File: config.mk
export PLATFORM = sky130hd
export DESIGN_NAME = pe_array_conv_sequencer
export DESIGN_NICKNAME = d
export VERILOG_FILES = /design/src/rtl/pe_seq_pkg.sv /design/src/rtl/pe_seq_window_counter.sv /design/src/rtl/pe_array_conv_sequencer.sv
export SDC_FILE = /design/constraint.sdc
export NUM_CORES = 1
export LEC_CHECK = 0
export CAP_MARGIN = 40
export CORE_AREA = 2 2 103 105
export DETAILED_ROUTE_END_ITERATION = 6
export DIE_AREA = 0 0 105 107
export DONT_BUFFER_PORTS = 1
export MAX_ROUTING_LAYER = met4
export PLACE_DENSITY = 0.8
export SETUP_SLACK_MARGIN = 0.4
export SLEW_MARGIN = 10
export SYNTH_ARGS = -nofsm -noshare
export SYNTH_HDL_FRONTEND = slang
export SYNTH_HIERARCHICAL = 1
export SYNTH_SLANG_ARGS = --single-unit
File: constraint.sdc
create_clock -name clk -period 3.2 [get_ports clk]
set_input_delay 0.64 -clock clk [delete_from_list [all_inputs] [get_ports clk]]
set_output_delay 0.64 -clock clk [all_outputs]
set_load 0.005 [all_outputs]
File: src/rtl/pe_seq_pkg.sv
// rtl/pe_seq_pkg.sv - shared types, defaults and PE mask helper for the conv sequencer
package pe_seq_pkg;

    localparam int PE_DIM       = 8;
    localparam int PIPE_ADD_DEF = 1;
    localparam int PIPE_NL_DEF  = 1;

    typedef enum logic [2:0] {
        IDLE,
        CLR,
        LOADF,
        STREAM,
        DRAIN,
        DONE
    } seq_state_e;

    // Bit r*PE_DIM+c is set for every PE inside the top-left KxK window.
    function automatic logic [PE_DIM*PE_DIM-1:0] active_mask(input logic [3:0] k);
        logic [PE_DIM*PE_DIM-1:0] m;
        m = '0;
        for (int r = 0; r < PE_DIM; r++) begin
            for (int c = 0; c < PE_DIM; c++) begin
                m[r*PE_DIM+c] = (r < int'(k)) && (c < int'(k));
            end
        end
        return m;
    endfunction

endpackage

File: src/rtl/pe_seq_window_counter.sv
// rtl/pe_seq_window_counter.sv - pixel col/row tracker flagging complete KxK windows
module pe_seq_window_counter #(
    parameter int ADDR_W = 10
) (
    input  logic              clk,
    input  logic              rst,
    input  logic              clear,
    input  logic              advance,
    input  logic [ADDR_W-1:0] row_length,
    input  logic [ADDR_W-1:0] num_rows,
    input  logic [3:0]        kernel,
    output logic              window_valid,
    output logic              last
);

    localparam logic [ADDR_W-1:0] ONE = ADDR_W'(1);

    logic [ADDR_W-1:0] col;
    logic [ADDR_W-1:0] row;
    logic [ADDR_W-1:0] col_end;
    logic [ADDR_W-1:0] row_end;
    logic [ADDR_W-1:0] k_m1;

    assign col_end = row_length - ONE;
    assign row_end = num_rows - ONE;
    assign k_m1    = {{(ADDR_W-4){1'b0}}, kernel} - ONE;

    always_ff @(posedge clk) begin
        if (rst || clear) begin
            col <= '0;
            row <= '0;
        end else if (advance) begin
            if (col == col_end) begin
                col <= '0;
                row <= row + ONE;
            end else begin
                col <= col + ONE;
            end
        end
    end

    assign window_valid = (col >= k_m1) && (row >= k_m1);
    assign last         = (col == col_end) && (row == row_end);

endmodule

File: src/rtl/pe_array_conv_sequencer.sv
// rtl/pe_array_conv_sequencer.sv - drives PE array control strobes for one convolution pass
module pe_array_conv_sequencer
    import pe_seq_pkg::*;
#(
    parameter int N_PE     = PE_DIM,
    parameter int ADDR_W   = 10,
    parameter int PIPE_ADD = PIPE_ADD_DEF,
    parameter int PIPE_NL  = PIPE_NL_DEF
) (
    input  logic                   clk,
    input  logic                   rst,
    input  logic                   start,
    input  logic [ADDR_W-1:0]      cfg_row_length,
    input  logic [ADDR_W-1:0]      cfg_num_rows,
    input  logic [3:0]             cfg_kernel,
    input  logic                   cfg_first_bank,
    input  logic                   cfg_final_bank,
    input  logic                   cfg_nl_en,
    input  logic                   data_valid,
    output logic                   data_ready,
    output logic [N_PE*N_PE-1:0]   shifting_line,
    output logic [N_PE*N_PE-1:0]   shifting_filter,
    output logic [N_PE*N_PE-1:0]   mac_enable,
    output logic [N_PE-1:0]        adder_enable,
    output logic [N_PE-1:0]        nl_enable,
    output logic [N_PE-1:0]        feedback_enable,
    output logic                   line_buffer_reset,
    output logic [ADDR_W-1:0]      row_length,
    output logic                   final_filter_bank,
    output logic                   out_valid,
    output logic                   busy,
    output logic                   done,
    output logic                   err
);

    localparam int DRAIN_LEN = PIPE_ADD + PIPE_NL;
    localparam int DW        = $clog2(DRAIN_LEN + 1);
    localparam logic [DW-1:0] DRAIN_LAST = DW'(DRAIN_LEN - 1);
    localparam logic [DW-1:0] D_ONE      = DW'(1);

    seq_state_e state;
    seq_state_e state_next;

    logic [ADDR_W-1:0] num_rows_q;
    logic [3:0]        kernel_q;
    logic              first_bank_q;
    logic              nl_en_q;
    logic [7:0]        fcnt;
    logic [7:0]        kk;
    logic [DW-1:0]     dcnt;
    logic [PIPE_ADD-1:0] add_pipe;
    logic [PIPE_NL-1:0]  nl_pipe;

    logic [ADDR_W-1:0]     cfg_k_ext;
    logic                  cfg_legal;
    logic                  filt_last;
    logic                  drain_end;
    logic                  window_valid;
    logic                  last_pixel;
    logic                  sf_fire;
    logic                  sl_fire;
    logic                  mac_fire;
    logic                  add_fire;
    logic                  nl_fire;
    logic [N_PE*N_PE-1:0]  pe_mask;
    logic [N_PE-1:0]       col_mask;

    assign cfg_k_ext = {{(ADDR_W-4){1'b0}}, cfg_kernel};
    assign cfg_legal = (cfg_kernel != 4'd0) && (int'(cfg_kernel) <= N_PE)
                     && (cfg_k_ext <= cfg_row_length) && (cfg_k_ext <= cfg_num_rows);

    assign kk        = {4'b0, kernel_q} * {4'b0, kernel_q};
    assign filt_last = (fcnt == kk - 8'd1);
    assign drain_end = (dcnt == DRAIN_LAST);
    assign pe_mask   = active_mask(kernel_q);
    assign col_mask  = pe_mask[N_PE-1:0];
    assign add_fire  = add_pipe[PIPE_ADD-1];
    assign nl_fire   = nl_pipe[PIPE_NL-1];

    pe_seq_window_counter #(.ADDR_W(ADDR_W)) u_window (
        .clk          (clk),
        .rst          (rst),
        .clear        (state == CLR),
        .advance      (sl_fire),
        .row_length   (row_length),
        .num_rows     (num_rows_q),
        .kernel       (kernel_q),
        .window_valid (window_valid),
        .last         (last_pixel)
    );

    always_ff @(posedge clk) begin
        if (rst) begin
            state <= IDLE;
        end else begin
            state <= state_next;
        end
    end

    always_comb begin
        state_next        = state;
        data_ready        = 1'b0;
        sf_fire           = 1'b0;
        sl_fire           = 1'b0;
        mac_fire          = 1'b0;
        line_buffer_reset = 1'b0;
        done              = 1'b0;
        case (state)
            IDLE: begin
                if (start) begin
                    state_next = cfg_legal ? CLR : DONE;
                end
            end
            CLR: begin
                line_buffer_reset = 1'b1;
                state_next        = LOADF;
            end
            LOADF: begin
                data_ready = data_valid;
                sf_fire    = data_valid;
                if (data_valid && filt_last) begin
                    state_next = STREAM;
                end
            end
            STREAM: begin
                data_ready = data_valid;
                sl_fire    = data_valid;
                mac_fire   = data_valid && window_valid;
                if (data_valid && last_pixel) begin
                    state_next = DRAIN;
                end
            end
            DRAIN: begin
                if (drain_end) begin
                    state_next = DONE;
                end
            end
            DONE: begin
                done       = 1'b1;
                state_next = IDLE;
            end
            default: state_next = IDLE;
        endcase
    end

    // Config and error flag only change on a start accepted in IDLE.
    always_ff @(posedge clk) begin
        if (rst) begin
            row_length        <= '0;
            num_rows_q        <= '0;
            kernel_q          <= '0;
            first_bank_q      <= 1'b0;
            final_filter_bank <= 1'b0;
            nl_en_q           <= 1'b0;
            err               <= 1'b0;
            fcnt              <= '0;
            dcnt              <= '0;
            add_pipe          <= '0;
            nl_pipe           <= '0;
        end else begin
            if (state == IDLE && start) begin
                row_length        <= cfg_row_length;
                num_rows_q        <= cfg_num_rows;
                kernel_q          <= cfg_kernel;
                first_bank_q      <= cfg_first_bank;
                final_filter_bank <= cfg_final_bank;
                nl_en_q           <= cfg_nl_en;
                err               <= !cfg_legal;
            end
            if (state == LOADF) begin
                if (data_valid) begin
                    fcnt <= filt_last ? 8'd0 : fcnt + 8'd1;
                end
            end else begin
                fcnt <= '0;
            end
            if (state == DRAIN) begin
                dcnt <= dcnt + D_ONE;
            end else begin
                dcnt <= '0;
            end
            add_pipe[0] <= mac_fire;
            for (int i = 1; i < PIPE_ADD; i++) begin
                add_pipe[i] <= add_pipe[i-1];
            end
            nl_pipe[0] <= add_fire;
            for (int i = 1; i < PIPE_NL; i++) begin
                nl_pipe[i] <= nl_pipe[i-1];
            end
        end
    end

    assign busy            = (state != IDLE);
    assign shifting_filter = sf_fire  ? pe_mask : '0;
    assign shifting_line   = sl_fire  ? pe_mask : '0;
    assign mac_enable      = mac_fire ? pe_mask : '0;
    assign adder_enable    = add_fire ? col_mask : '0;
    assign feedback_enable = (add_fire && !first_bank_q) ? col_mask : '0;
    assign nl_enable       = (nl_fire && nl_en_q) ? col_mask : '0;
    assign out_valid       = nl_fire;

endmodule

## Yosys cells after proc, flatten, opt, wreduce, memory -nomap -nowiden

Cells that the tools add are included.

| word-level totals | value |
|---|---|
| register bits | 63 |
| input port bits | 31 |
| output and inout bits | 233 |
| logic and storage cells | 121 |

| operators by class | value |
|---|---|
| add/subtract/negate cells | 8 |
| $mul | 1 |
| magnitude comparators | 13 |
| equal/unequal tests | 13 |
| muxes and demuxes | 20 |
| bitwise operators | 2 |
| reductions and logical operators | 50 |

Operators by type and width:

| kind | count |
|---|---|
| 2-to-1 mux 64 bit | 3 |
| logical AND 1 bit | 39 |
| 2-to-1 mux 8 bit | 4 |
| adder 10 x 1 -> 10 bit, second input constant | 2 |
| == test 10 bit | 2 |
| greater-or-equal comparator 10 bit | 2 |
| <= comparator 4 x 10 -> 1 bit | 2 |
| subtractor 10 x 1 -> 10 bit, second input constant | 2 |
| < comparator 3 x 4 -> 1 bit, first input constant | 4 |
| 2-to-1 mux 3 bit | 5 |
| one-hot mux 3 bit (5 select lines) | 1 |
| 2-to-1 mux 10 bit | 1 |
| adder 8 x 1 -> 8 bit, second input constant | 1 |
| == test 8 bit | 1 |
| < comparator 1 x 4 -> 1 bit, first input constant | 2 |
| < comparator 2 x 4 -> 1 bit, first input constant | 2 |
| multiplier 4 x 4 -> 8 bit | 1 |
| inequality test 2 bit, second input constant | 4 |
| subtractor 8 x 1 -> 8 bit, second input constant | 1 |
| == test 3 x 2 -> 1 bit, second input constant | 2 |
| == test 3 bit, second input constant | 2 |
| 2-to-1 mux 1 bit | 6 |
| OR reduction 2 bit | 3 |
| subtractor 4 x 1 -> 5 bit, second input constant | 1 |
| 12 further kinds | 14 |

## Logic depth before layout (Yosys ltp)

Gate-level depths: netlist of the first run.

| logic depth | value |
|---|---|
| word-level depth | 7 |
| gate-level depth with buffers | 14 |
| gate-level depth less buffers | 12 |

## Cells and area by module

Netlist of the first run, hierarchy kept.

By module, submodules not included:

| module | instances | cells each | area an instance (um^2) |
|---|---|---|---|
| pe_array_conv_sequencer | 1 | 546 | 3637.2 |
| pe_seq_window_counter | 1 | 270 | 2157.1 |

## Worst setup path before layout of the first run

No wires, ideal clock.

| timing path | value |
|---|---|
| kind | register to output |
| start | reg kernel_q[0] |
| end | out mac_enable[30] |
| arrival | 2692 ps |
| data required time | 2560 ps |
| setup slack | -132 ps |
| stages on the path, launching flop included | 15 |
| path buffers | 2 |
| path through | dfxtp_1 -> inv_1 -> ha_1 -> nand2_1 -> ha_1 -> a21o_1 -> a21o_1 -> a21o_1 -> nor2_1 -> o21a_1 -> nor3_1 -> nand2_1 -> clkbuf_1 -> nor2_1 -> buf_4 |

| between the ends | value |
|---|---|
| cells in the longest elaborated chain, start to end | 6 |
| elaborated cells on any way between the ends | 10 |

RTL lines:

| item | RTL line | text |
|---|---|---|
| start, declared | pe_array_conv_sequencer.sv:45 | `logic [3:0] kernel_q;` |
| start signal, assigned | pe_array_conv_sequencer.sv:164 | `kernel_q <= cfg_kernel;` |
| subtractor 4 x 1 -> 5 bit * | pe_seq_window_counter.sv:26 | `assign k_m1 = {{(ADDR_W-4){1'b0}}, kernel} - ONE;` |
| greater-or-equal comparator 10 bit | pe_seq_window_counter.sv:42 | `assign window_valid = (col >= k_m1) && (row >= k_m1);` |
| logical AND 1 bit * | pe_seq_window_counter.sv:42 |  |
| named net window_valid | pe_array_conv_sequencer.sv:58 | `logic window_valid;` |
| logical AND 1 bit * | pe_array_conv_sequencer.sv:128 | `mac_fire = data_valid && window_valid;` |
| 2-to-1 mux 1 bit * | pe_array_conv_sequencer.sv:108 | `case (state)` |
| 2-to-1 mux 64 bit * | pe_array_conv_sequencer.sv:196 | `assign mac_enable = mac_fire ? pe_mask : '0;` |
| end, declared | pe_array_conv_sequencer.sv:23 | `output logic [N_PE*N_PE-1:0] mac_enable,` |

The timed path passes the listed nets; every way through them passes the cells marked *.

## Worst setup path after layout of the first run

| timing path | value |
|---|---|
| start | reg kernel_q[0] |
| end | out mac_enable[42] |

The elaborated chain is that of the path after synthesis.

==> qor.txt, run 1 <==
status -> complete, but fails checks
failing checks -> negative setup slack
RSZ-0062 raised after global routing -> yes
Hold Crit Depth -> 1
final core utilization -> 66.5%
Async SR Flop Fraction -> 0%
Yosys reg bits -> 63
critical path class -> flip-flop to primary output
Worst Hold Endpoint -> row_length[3]$_SDFFE_PP0P_
CP startpoint kind -> flip-flop
Fin Clk Skew -> 0.0140 ns
vias -> 5598
Most common cell on crit path -> a21oi_1
main area contributors after synthesis -> dfxtp_1 (22%), buf_4 (12%), nor2_1 (9.7%)
worst slew pin tran -> 0.773 ns
Core ar. -> 10100 µm²
Min Hold Slack -> 0.351 ns
CP delay by family, top -> compound AO/OA/AOI/OAI gates
Netlist Area Pre-Place -> 5790 µm²
CTS buffer count -> 9
Top FF cell, synth -> dfxtp_1
Area after DPL -> 5770 µm²
reg2reg start -> kernel_q[2]$_SDFFE_PP0P_
1st-iter DRT viols -> 490
setup TNS -> -6.40 ns
H-tree depth -> 3
layout cell share with drive strength beyond 1 -> 27.3%
cell with the most instances after synthesis -> nor2_1
HP Start -> rst
Post-Syn Nets -> 888
Port Buf Inserts -> 0
Tot GR Track Use -> 33.5%
largest net degree at the start of global routing -> 42
global route total overflow -> 0
Power Total -> 0.00255 W
clock share of power -> 29.7%
Psw -> 0.000950 W
synthesized area per cell -> 7.10 µm²
yosys warns -> 6
Max clock buf depth -> 2
Achievable Freq -> 0.297 GHz
Seq pwr share -> 34.4%
crit path buf inv count -> 3
number of diodes -> 0
final wirelength -> 19100 µm
Slew Limit Fails -> 0
drt pass-1 iters -> 5
synthesized instance count -> 816
first-pass GRT wire length -> 28800 µm
Static Leak -> 2.54 nW
DRT antenna net count -> 0
Slowest cell on crit path -> dfxtp_4
reg2reg setup slack -> 0.20 ns
crit-path cells -> inv_4, ha_4, nand2_8, ha_1, a21o_1, a211oi_2, a21oi_1, a21oi_1, nor3_2, nand2_4, buf_12, nor2_2, buf_4
die area -> 11200 µm²
Synth top area share -> 21.8%
Comb power frac -> 35.9%
GPL Wtd Cong -> 0.898
final setup vio count -> 64
EDFF count, synth -> 0
Final period util -> 105%
Hold Fails Final Rpt -> 0
internal power -> 0.00160 W
DPL Wire Length -> 13700 µm
CTS sink count -> 63
TritonCTS clock tree -> built
Sw Share -> 37.2%
CTS clk-pin slew, worst paths -> 0.08 ns
Via-to-Cell Ratio -> 6.15
Final #Nets -> 841
final std cell area, no fill -> 6710 µm²
Root Driver -> clkbuf_8
crit end category -> primary output
post-detailed-route wirelength per cell -> 21.0 µm
worst-skew pair later-pin latency -> 0.35 ns
crit path max fanout -> 8
worst r2r path cells -> 16
Die X -> 105 µm
PnR worst setup slack -> -0.164 ns
worst r2r dst -> fcnt[4]$_SDFFE_PP0P_
initial cell density of the core -> 57.4%
hold crit path type -> input port to flip-flop
min Tclk post-route -> 3.36 ns
row count -> 37
initial antenna violation count -> 0
total I/O pin count -> 264
vias in the first global route -> 5337
Rel. slew slack -> 48.1%
Yosys top cell by area -> dfxtp_1
Max-cap violations -> 0
Fill cells -> 874
crit path DAT -> 2.72 ns
max incr delay on CP -> 0.36 ns
Area growth, synth to finish -> 15.8%
post-synth cell types -> 64
sequential area share after synthesis -> 21.8%
# DRC -> 0
Commonest cells post-synth -> nor2_1 (150), buf_4 (93), nand2_1 (93)
worst path required time -> 2.56 ns
Die H -> 107 µm
worst vdd rail ir drop -> 0.296 mV
pwr dens -> 381 nW/µm²
==> power by group through the flow <==
stage | Sequential (W) | Combinational, W | Clock (W)
2_1_floorplan | 0.000879 | 0.000565 | 0
3_3_place_gp | 0.000892 | 0.000674 | 0
3_5_place_dp | 0.000895 | 0.000728 | 0
4_1_cts | 0.000876 | 0.000827 | 0.000772
5_1_grt | 0.000887 | 0.000995 | 0.000804
6_report | 0.000879 | 0.000916 | 0.000759
==> layer usage <==
layer  part of all wire (%)  GRT usage [%]  vias up
met3                     10           9.60       25
met1                     39           41.2     2657
met2                     49           54.6      325
met4                    1.2           7.81        0
met5                      0              -        -
li1                       -              -     2591
==> through the flow <==
stage	instances	setup WS (ns)
3_5_place_dp	869	0.127
4_1_cts	902	-0.159
3_3_place_gp	866	0.213
6_report	910	-0.164
2_1_floorplan	816	0.361
5_1_grt	910	-0.303
==> logic make-up after synthesis <==
kind of cell	after synthesis	synth area share [%]
and+or+nand+nor	378	30.6
buffers and inverters	167	16.8
AOI/OAI and AO/OA	109	12.9
DFF	63	21.8
xor gates and xnor gates	48	7.26
adders and majority gates	41	8.85
muxes	10	1.75
==> area by class of cell <==
class	count	area, µm²	area share, %
Clock buffer	10	149	2.22
Clock inverter	6	66.3	0.988
Inverter	28	110	1.64
Multi-Input combinational cell	587	4170	62.2
Sequential cell	63	1280	19.0
Tap cell	136	170	2.54
Timing Repair Buffer	80	767	11.4
==> worst max path at each step <==
stage,startpoint,end,slack [ns],depth (start not counted)
floorplan,kernel_q[0]$_SDFFE_PP0P_,mac_enable[19],0.36,13
global placement,kernel_q[0]$_SDFFE_PP0P_,mac_enable[16],0.21,12
detailed placement,kernel_q[3]$_SDFFE_PP0P_,fcnt[1]$_SDFFE_PP0P_,0.13,13
CTS,kernel_q[0]$_SDFFE_PP0P_,mac_enable[17],-0.16,13
global route,kernel_q[0]$_SDFFE_PP0P_,mac_enable[17],-0.30,13
finish,kernel_q[0]$_SDFFE_PP0P_,mac_enable[42],-0.16,13
==> timing repair <==
| item | in CTS | in global routing |
|---|---|---|
| pin swaps | 43 | 19 |
| setup buffers | 15 | 7 |
| hold buffers | 0 | 0 |
| cloned | 2 | 1 |
| endpoints found under the setup margin | 74 | 120 |
| resized for setup | 81 | 44 |
==> cell usage in the layout, fill, tap and decap left out, types with 6 or more instances in the layout <==
| master | netlist | final |
|---|---|---|
| nor2_1 | 150 | 104 |
| nand2_1 | 93 | 89 |
| dfxtp_1 | 63 | 57 |
| buf_4 | 93 | 54 |
| a21oi_1 | 48 | 43 |
| ha_1 | 41 | 34 |
| nor2_4 | 0 | 27 |
| inv_1 | 28 | 25 |
| xnor2_1 | 26 | 25 |
| nor3_1 | 27 | 22 |
| xor2_1 | 22 | 20 |
| nor2_2 | 0 | 19 |
| buf_6 | 0 | 19 |
| nand3_1 | 16 | 16 |
| nor2b_1 | 11 | 11 |
| nand4_1 | 11 | 11 |
| mux2i_1 | 9 | 9 |
| clkbuf_8 | 0 | 9 |
| or3_1 | 8 | 8 |
| and3_1 | 7 | 7 |
| nand2b_1 | 8 | 7 |
| o21ai_0 | 12 | 7 |
| ha_4 | 0 | 7 |
| nor4_1 | 10 | 6 |
==> flip-flops by register name, indices dropped and copies added (netlist names) <==
name	flops
add_fire	1
dcnt	2
err	1
fcnt	8
final_filter_bank	1
first_bank_q	1
kernel_q	4
nl_en_q	1
num_rows_q	10
out_valid	1
row_length	10
state	3
u_window/col	10
u_window/row	10
Power figures use the tool's default switching activity.
==> inputs of run 2 (changes only) <==
RECOVER_POWER = 100   (was default)
==> run 2 against run 1 <==
Against the previous run:
- the run still ends with negative setup slack left
- clock power is essentially flat
- power down 0.15%
- routed wire length grew 0.31%
- cell count unchanged
- fmax barely moved
- non-clock buffer count is the same
- clock skew barely moved
- core utilization shrank 0.26 points
- combinational power decreased by 0.5%
- critical path depth unchanged
- die area did not move
- cell area fell by 0.39%
==> qor.txt, run 2 (same netlist as run 1, synthesis figures left out) <==
CTS clk-pin slew, worst paths -> 0.08 ns (about the same)
placed cell count -> 869 (unchanged)
die area -> 11200 µm² (unchanged)
TritonCTS clock tree -> built
setup TNS -> -6.84 ns (-0.446 ns)
DRT antenna net count -> 0 (unchanged)
Area growth, synth to finish -> 15.3%
area of the multi-input gates -> 4170 µm² (unchanged)
worst slew pin tran -> 1.38 ns (+0.610 ns)
commonest cells after routing, fill and taps aside -> nor2_1 (104), nand2_1 (89), dfxtp_1 (59), buf_4 (50), a21oi_1 (43)
Max clock buf depth -> 2 (unchanged)
crit-path cells -> inv_4, ha_4, nand2_8, ha_1, a21o_1, a211oi_2, a21oi_1, a21oi_1, nor3_2, nand2_4, buf_12, nor2_2, buf_4
Final period util -> 105% (about the same)
row count -> 37 (unchanged)
CP delay by family, top -> compound AO/OA/AOI/OAI gates
Most common cell on crit path -> a21oi_1
global route total overflow -> 0 (unchanged)
GPL Wtd Cong -> 0.898 (unchanged)
status -> complete, but fails checks
critical path class -> flip-flop to primary output
max incr delay on CP -> 0.36 ns (about the same)
final std cell area, no fill -> 6680 µm² (-0.39%)
DPL Wire Length -> 13700 µm (unchanged)
CTS buffer count -> 9 (unchanged)
Fill cells -> 881 (+0.80%)
RSZ-0062 raised after global routing -> yes
Slowest cell on crit path -> dfxtp_4
Achievable Freq -> 0.297 GHz (about the same)
total I/O pin count -> 264 (unchanged)
H-tree depth -> 3 (unchanged)
vias -> 5598 (unchanged)
worst-skew pair later-pin latency -> 0.36 ns (about the same)
number of diodes -> 0 (unchanged)
Tot GR Track Use -> 33.5% (unchanged)
final wirelength -> 19100 µm (+0.31%)
crit path max fanout -> 8 (unchanged)
pwr dens -> 382 nW/µm² (+0.25%)
Final #Nets -> 841 (unchanged)
hold crit path type -> input port to flip-flop
final setup vio count -> 72 (+13%)
Max-cap violations -> 0 (unchanged)
initial antenna violation count -> 0 (unchanged)
fin cells -> 910 (unchanged)
CTS sink count -> 63 (unchanged)
Hold Fails Final Rpt -> 0 (unchanged)
Via-to-Cell Ratio -> 6.15 (unchanged)
hold_buf cts -> 0 (unchanged)
first-pass GRT wire length -> 28800 µm (unchanged)
Slew Limit Fails -> 0 (unchanged)
initial cell density of the core -> 57.4% (unchanged)
Core ar. -> 10100 µm² (unchanged)
crit path buf inv count -> 3 (unchanged)
Die X -> 105 µm (unchanged)
1st-iter DRT viols -> 621 (+27%)
# DRC -> 0 (unchanged)
drt pass-1 iters -> 5 (unchanged)
crit end category -> primary output
Die H -> 107 µm (unchanged)
Root Driver -> clkbuf_8
most common cell after layout, fill and taps aside -> nor2_1
PnR worst setup slack -> -0.163 ns (+0.000862 ns)
Port Buf Inserts -> 0 (unchanged)
largest net degree at the start of global routing -> 42 (unchanged)
Area after DPL -> 5770 µm² (unchanged)
flip-flop and latch area -> 1270 µm² (-0.39%)
Static Leak -> 2.53 nW (-0.72%)
worst path required time -> 2.56 ns (about the same)
Rel. slew slack -> 7.81% (-40 points)
vias in the first global route -> 5337 (unchanged)
worst vdd rail ir drop -> 0.289 mV (-2.1%)
layout cell share with drive strength beyond 1 -> 26.5% (-0.78 points)
Fin Clk Skew -> 0.0144 ns (+0.000412 ns)
crit path DAT -> 2.72 ns (about the same)
post-detailed-route wirelength per cell -> 21.0 µm (+0.31%)
min Tclk post-route -> 3.36 ns (-0.000862 ns)
CP startpoint kind -> flip-flop
failing checks -> negative setup slack
==> run 2: cell types whose count changed in the layout (fill, tap and decap cells not counted) <==
| cell | previous run | this run |
|---|---|---|
| buf_4 | 54 | 50 |
| clkbuf_1 | 0 | 4 |
| dfxtp_1 | 57 | 59 |
| and2_0 | 0 | 1 |
| and2_1 | 3 | 2 |
| buf_6 | 19 | 18 |
| clkbuf_2 | 0 | 1 |
| dfxtp_2 | 3 | 2 |
| dfxtp_4 | 3 | 2 |
==> run 2: final cells by class <==
class | instances | share of cell area (%)
multi-input combinational | 587 | 62.4
sequential | 63 | 19.0
timing repair buffer | 80 | 11.2
tap | 136 | 2.55
clock buffer | 10 | 2.23
inverter | 28 | 1.65
clock inverter | 6 | 0.992
==> run 2: final timing paths <==
| check | start | end | slack (ns) | cells after the start |
|---|---|---|---|---|
| worst max-delay path | kernel_q[0]$_SDFFE_PP0P_ | mac_enable[42] | -0.16 | 13 |
| worst min-delay path | rst | row_length[3]$_SDFFE_PP0P_ | 0.35 | 1 |
| worst max register to register | kernel_q[3]$_SDFFE_PP0P_ | fcnt[1]$_SDFFE_PP0P_ | -0.03 | 11 |
| worst min register to register | dcnt[0]$_SDFF_PP0_ | dcnt[0]$_SDFF_PP0_ | 0.43 | 1 |
==> run 2: per-stage QoR <==
stage	worst slack, ns	total power, W	hold WS (ns)	utilization [%]
6_report	-0.163	0.00255	0.352	66.2
3_5_place_dp	0.127	0.00162	0.421	57.1
5_1_grt	-0.303	0.00268	0.320	66.2
2_1_floorplan	0.361	0.00144	0.399	-
4_1_cts	-0.159	0.00247	0.332	64.3
3_3_place_gp	0.213	0.00157	0.407	56.6
==> run 2: power breakdown <==
| part | switching [W] | leakage [nW] | internal, W |
|---|---|---|---|
| clock network | 0.000351 | 0.112 | 0.000410 |
| logic | 0.000544 | 1.90 | 0.000367 |
| registers | 0.0000563 | 0.514 | 0.000822 |
| total | 0.000952 | 2.53 | 0.00160 |
==> run 2: per-layer routing <==
layer  vias to the layer above  part of all wire, %  GRT usage [%]
met5                         -                    0              -
met2                       324                   49           54.6
met3                        28                   10           9.60
met1                      2657                   40           41.2
li1                       2589                    -              -
met4                         0                  1.4           7.81
==> run 2: timing repair <==
| item | CTS | global route |
|---|---|---|
| buffers inserted | 15 | 7 |
| setup endpoints to repair | 74 | 120 |
| cloned | 2 | 1 |
| resized for setup | 81 | 44 |
| pin swaps | 43 | 19 |
==> inputs of run 3 (changes only) <==
CORE_AREA = 2 2 102 104   (was 2 2 103 105)
DIE_AREA = 0 0 104 106   (was 0 0 105 107)
PLACE_DENSITY = 0.78   (was 0.8)
clock period = 3.7 ns   (was 3.2 ns; I/O delays follow)
==> run 3 against run 2 <==
Against the previous run:
- the flow now finishes without violations
- largest power group is now sequential cells
- global-route usage grew 0.47 points
- largest cell class unchanged
- clock power fell by 18%
- core utilization shrank 6.3 points
- critical endpoint is now mac_enable[2]
==> qor.txt, run 3 (same netlist as run 1, synthesis figures left out) <==
status -> complete, no violations
worst r2r path cells -> 9 (-2)
DRT antenna net count -> 0 (unchanged)
GPL Wtd Cong -> 0.919 (+2.3%)
total I/O pin count -> 264 (unchanged)
min Tclk post-route -> 3.50 ns
H-tree depth -> 3 (unchanged)
Via-to-Cell Ratio -> 6.36 (+3.5%)
row count -> 37 (unchanged)
Die H -> 106 µm (-0.93%)
Die X -> 104 µm (-0.95%)
Tot GR Track Use -> 34.0% (+0.47 points)
pwr dens -> 344 nW/µm² (-9.8%)
CTS clk-pin slew, worst paths -> 0.08 ns (about the same)
crit path DAT -> 2.76 ns (+0.04 ns)
Area growth, synth to finish -> 3.39%
global route total overflow -> 0 (unchanged)
Final period util -> 94.5%
Achievable Freq -> 0.286 GHz
1st-iter DRT viols -> 478 (-23%)
Max-cap violations -> 0 (unchanged)
reg2reg setup slack -> 0.31 ns (+0.34 ns)
RSZ-0062 raised after global routing -> yes
Root Driver -> clkbuf_8
Fin Clk Skew -> 0.00948 ns (-0.00495 ns)
largest net degree at the start of global routing -> 42 (unchanged)
Port Buf Inserts -> 0 (unchanged)
hold crit path type -> flip-flop to flip-flop
vias in the first global route -> 5204 (-2.5%)
critical path class -> flip-flop to primary output
DPL Wire Length -> 13700 µm (about the same)
vias -> 5594 (-0.071%)
worst-skew pair later-pin latency -> 0.36 ns (about the same)
CTS sink count -> 63 (unchanged)
post-detailed-route wirelength per cell -> 21.8 µm (+3.6%)
hold_buf cts -> 0 (unchanged)
# DRC -> 0 (unchanged)
most common cell after layout, fill and taps aside -> nor2_1
final wirelength -> 19100 µm (about the same)
initial cell density of the core -> 57.9% (+0.53 points)
first-pass GRT wire length -> 28500 µm (-1.1%)
worst vdd rail ir drop -> 0.339 mV (+17%)
Rel. slew slack -> 14.5% (+6.7 points)
CTS buffer count -> 9 (unchanged)
number of diodes -> 0 (unchanged)
Core ar. -> 10000 µm² (-0.92%)
area of the multi-input gates -> 3850 µm² (-7.7%)
TritonCTS clock tree -> built
crit end category -> primary output
crit path max fanout -> 14 (+6)
die area -> 11000 µm² (-1.9%)
initial antenna violation count -> 0 (unchanged)
worst slew pin tran -> 1.28 ns (-0.105 ns)
final setup vio count -> 0 (-100%)
setup TNS -> 0 ns (+6.84 ns)
CP startpoint kind -> flip-flop
worst path required time -> 2.96 ns (+0.40 ns)
Hold Crit Depth -> 1 (unchanged)
Fill cells -> 923 (+4.8%)
Hold Fails Final Rpt -> 0 (unchanged)
Power Total -> 0.00206 W (-19%)
flip-flop and latch area -> 1270 µm² (about the same)
Max clock buf depth -> 2 (unchanged)
commonest cells after routing, fill and taps aside -> nor2_1 (133), nand2_1 (91), dfxtp_1 (60), a21oi_1 (46), ha_1 (34)
Static Leak -> 2.24 nW (-11%)
Final #Nets -> 810 (-3.7%)
drt pass-1 iters -> 5 (unchanged)
layout cell share with drive strength beyond 1 -> 14.8% (-12 points)
Slew Limit Fails -> 0 (unchanged)
==> run 3: changes by cell type in the layout (fill, tap and decap cells not counted), sizes merged <==
cell and delta:
nand2 -1, clkinvlp +3, clkbuf +15, clkinv -3, buf -44, inv -1
==> run 3: path summary, 6_finish.rpt <==
path                                                  from                     to
worst max-delay path              kernel_q[2]$_SDFFE_PP0P_          mac_enable[2]
worst min-delay path                    dcnt[0]$_SDFF_PP0_     dcnt[0]$_SDFF_PP0_
worst max register to register  row_length[0]$_SDFFE_PP0P_  state[2]$_SDFFE_PP0P_
worst min register to register          dcnt[0]$_SDFF_PP0_     dcnt[0]$_SDFF_PP0_
==> run 3: critical path, cell delays in order (launching register included) <==
cell and delay [ns]:
dfxtp_1 0.41, buf_6 0.20, nor3_2 0.25, xnor2_2 0.17
nor3b_2 0.21, a211oi_1 0.07, o21a_1 0.20, nor3_2 0.17
nand2_2 0.12, clkbuf_16 0.21, nor3_4 0.22, buf_6 0.14
==> run 3: through the flow <==
stage | instances | utilization (%) | cell area (µm²) | hold slack, ns | worst slack [ns]
5_1_grt | 879 | 59.9 | 5990 | 0.424 | 0.0516
4_1_cts | 873 | 60.2 | 6020 | 0.425 | 0.244
2_1_floorplan | 816 | - | 5800 | 0.399 | 0.481
3_5_place_dp | 849 | 54.1 | 5410 | 0.426 | 0.379
3_3_place_gp | 847 | 53.6 | 5360 | 0.408 | 0.434
6_report | 879 | 59.9 | 5990 | 0.438 | 0.204
==> run 3: where the power goes <==
| group | total, W | internal, W | switching, W |
|---|---|---|---|
| registers | 0.000760 | 0.000709 | 0.0000501 |
| clock network | 0.000626 | 0.000328 | 0.000298 |
| logic | 0.000677 | 0.000247 | 0.000430 |
==> run 3: final cells by class <==
| cell class | instances | area share [%] |
|---|---|---|
| clock inverters | 5 | 0.961 |
| clock buffers | 11 | 2.36 |
| inverters | 28 | 1.80 |
| multi-input cells | 586 | 64.2 |
| well taps | 136 | 2.84 |
| repair buffers | 50 | 6.60 |
| flip-flops and latches | 63 | 21.2 |
==> run 3: what timing repair did <==
item,4_1_cts,5_1_grt
setup buffers,6,3
endpoints found under the setup margin,65,74
pin swaps,12,20
resized for setup,74,47
cloned,2,1
==> run 3: per-layer routing <==
layer,GRT usage [%],up-vias,wire [µm]
li1,-,2524,-
met1,37.6,2646,7150
met2,53.4,345,8880
met3,12.0,79,2110
met4,19.2,0,995
met5,-,-,0
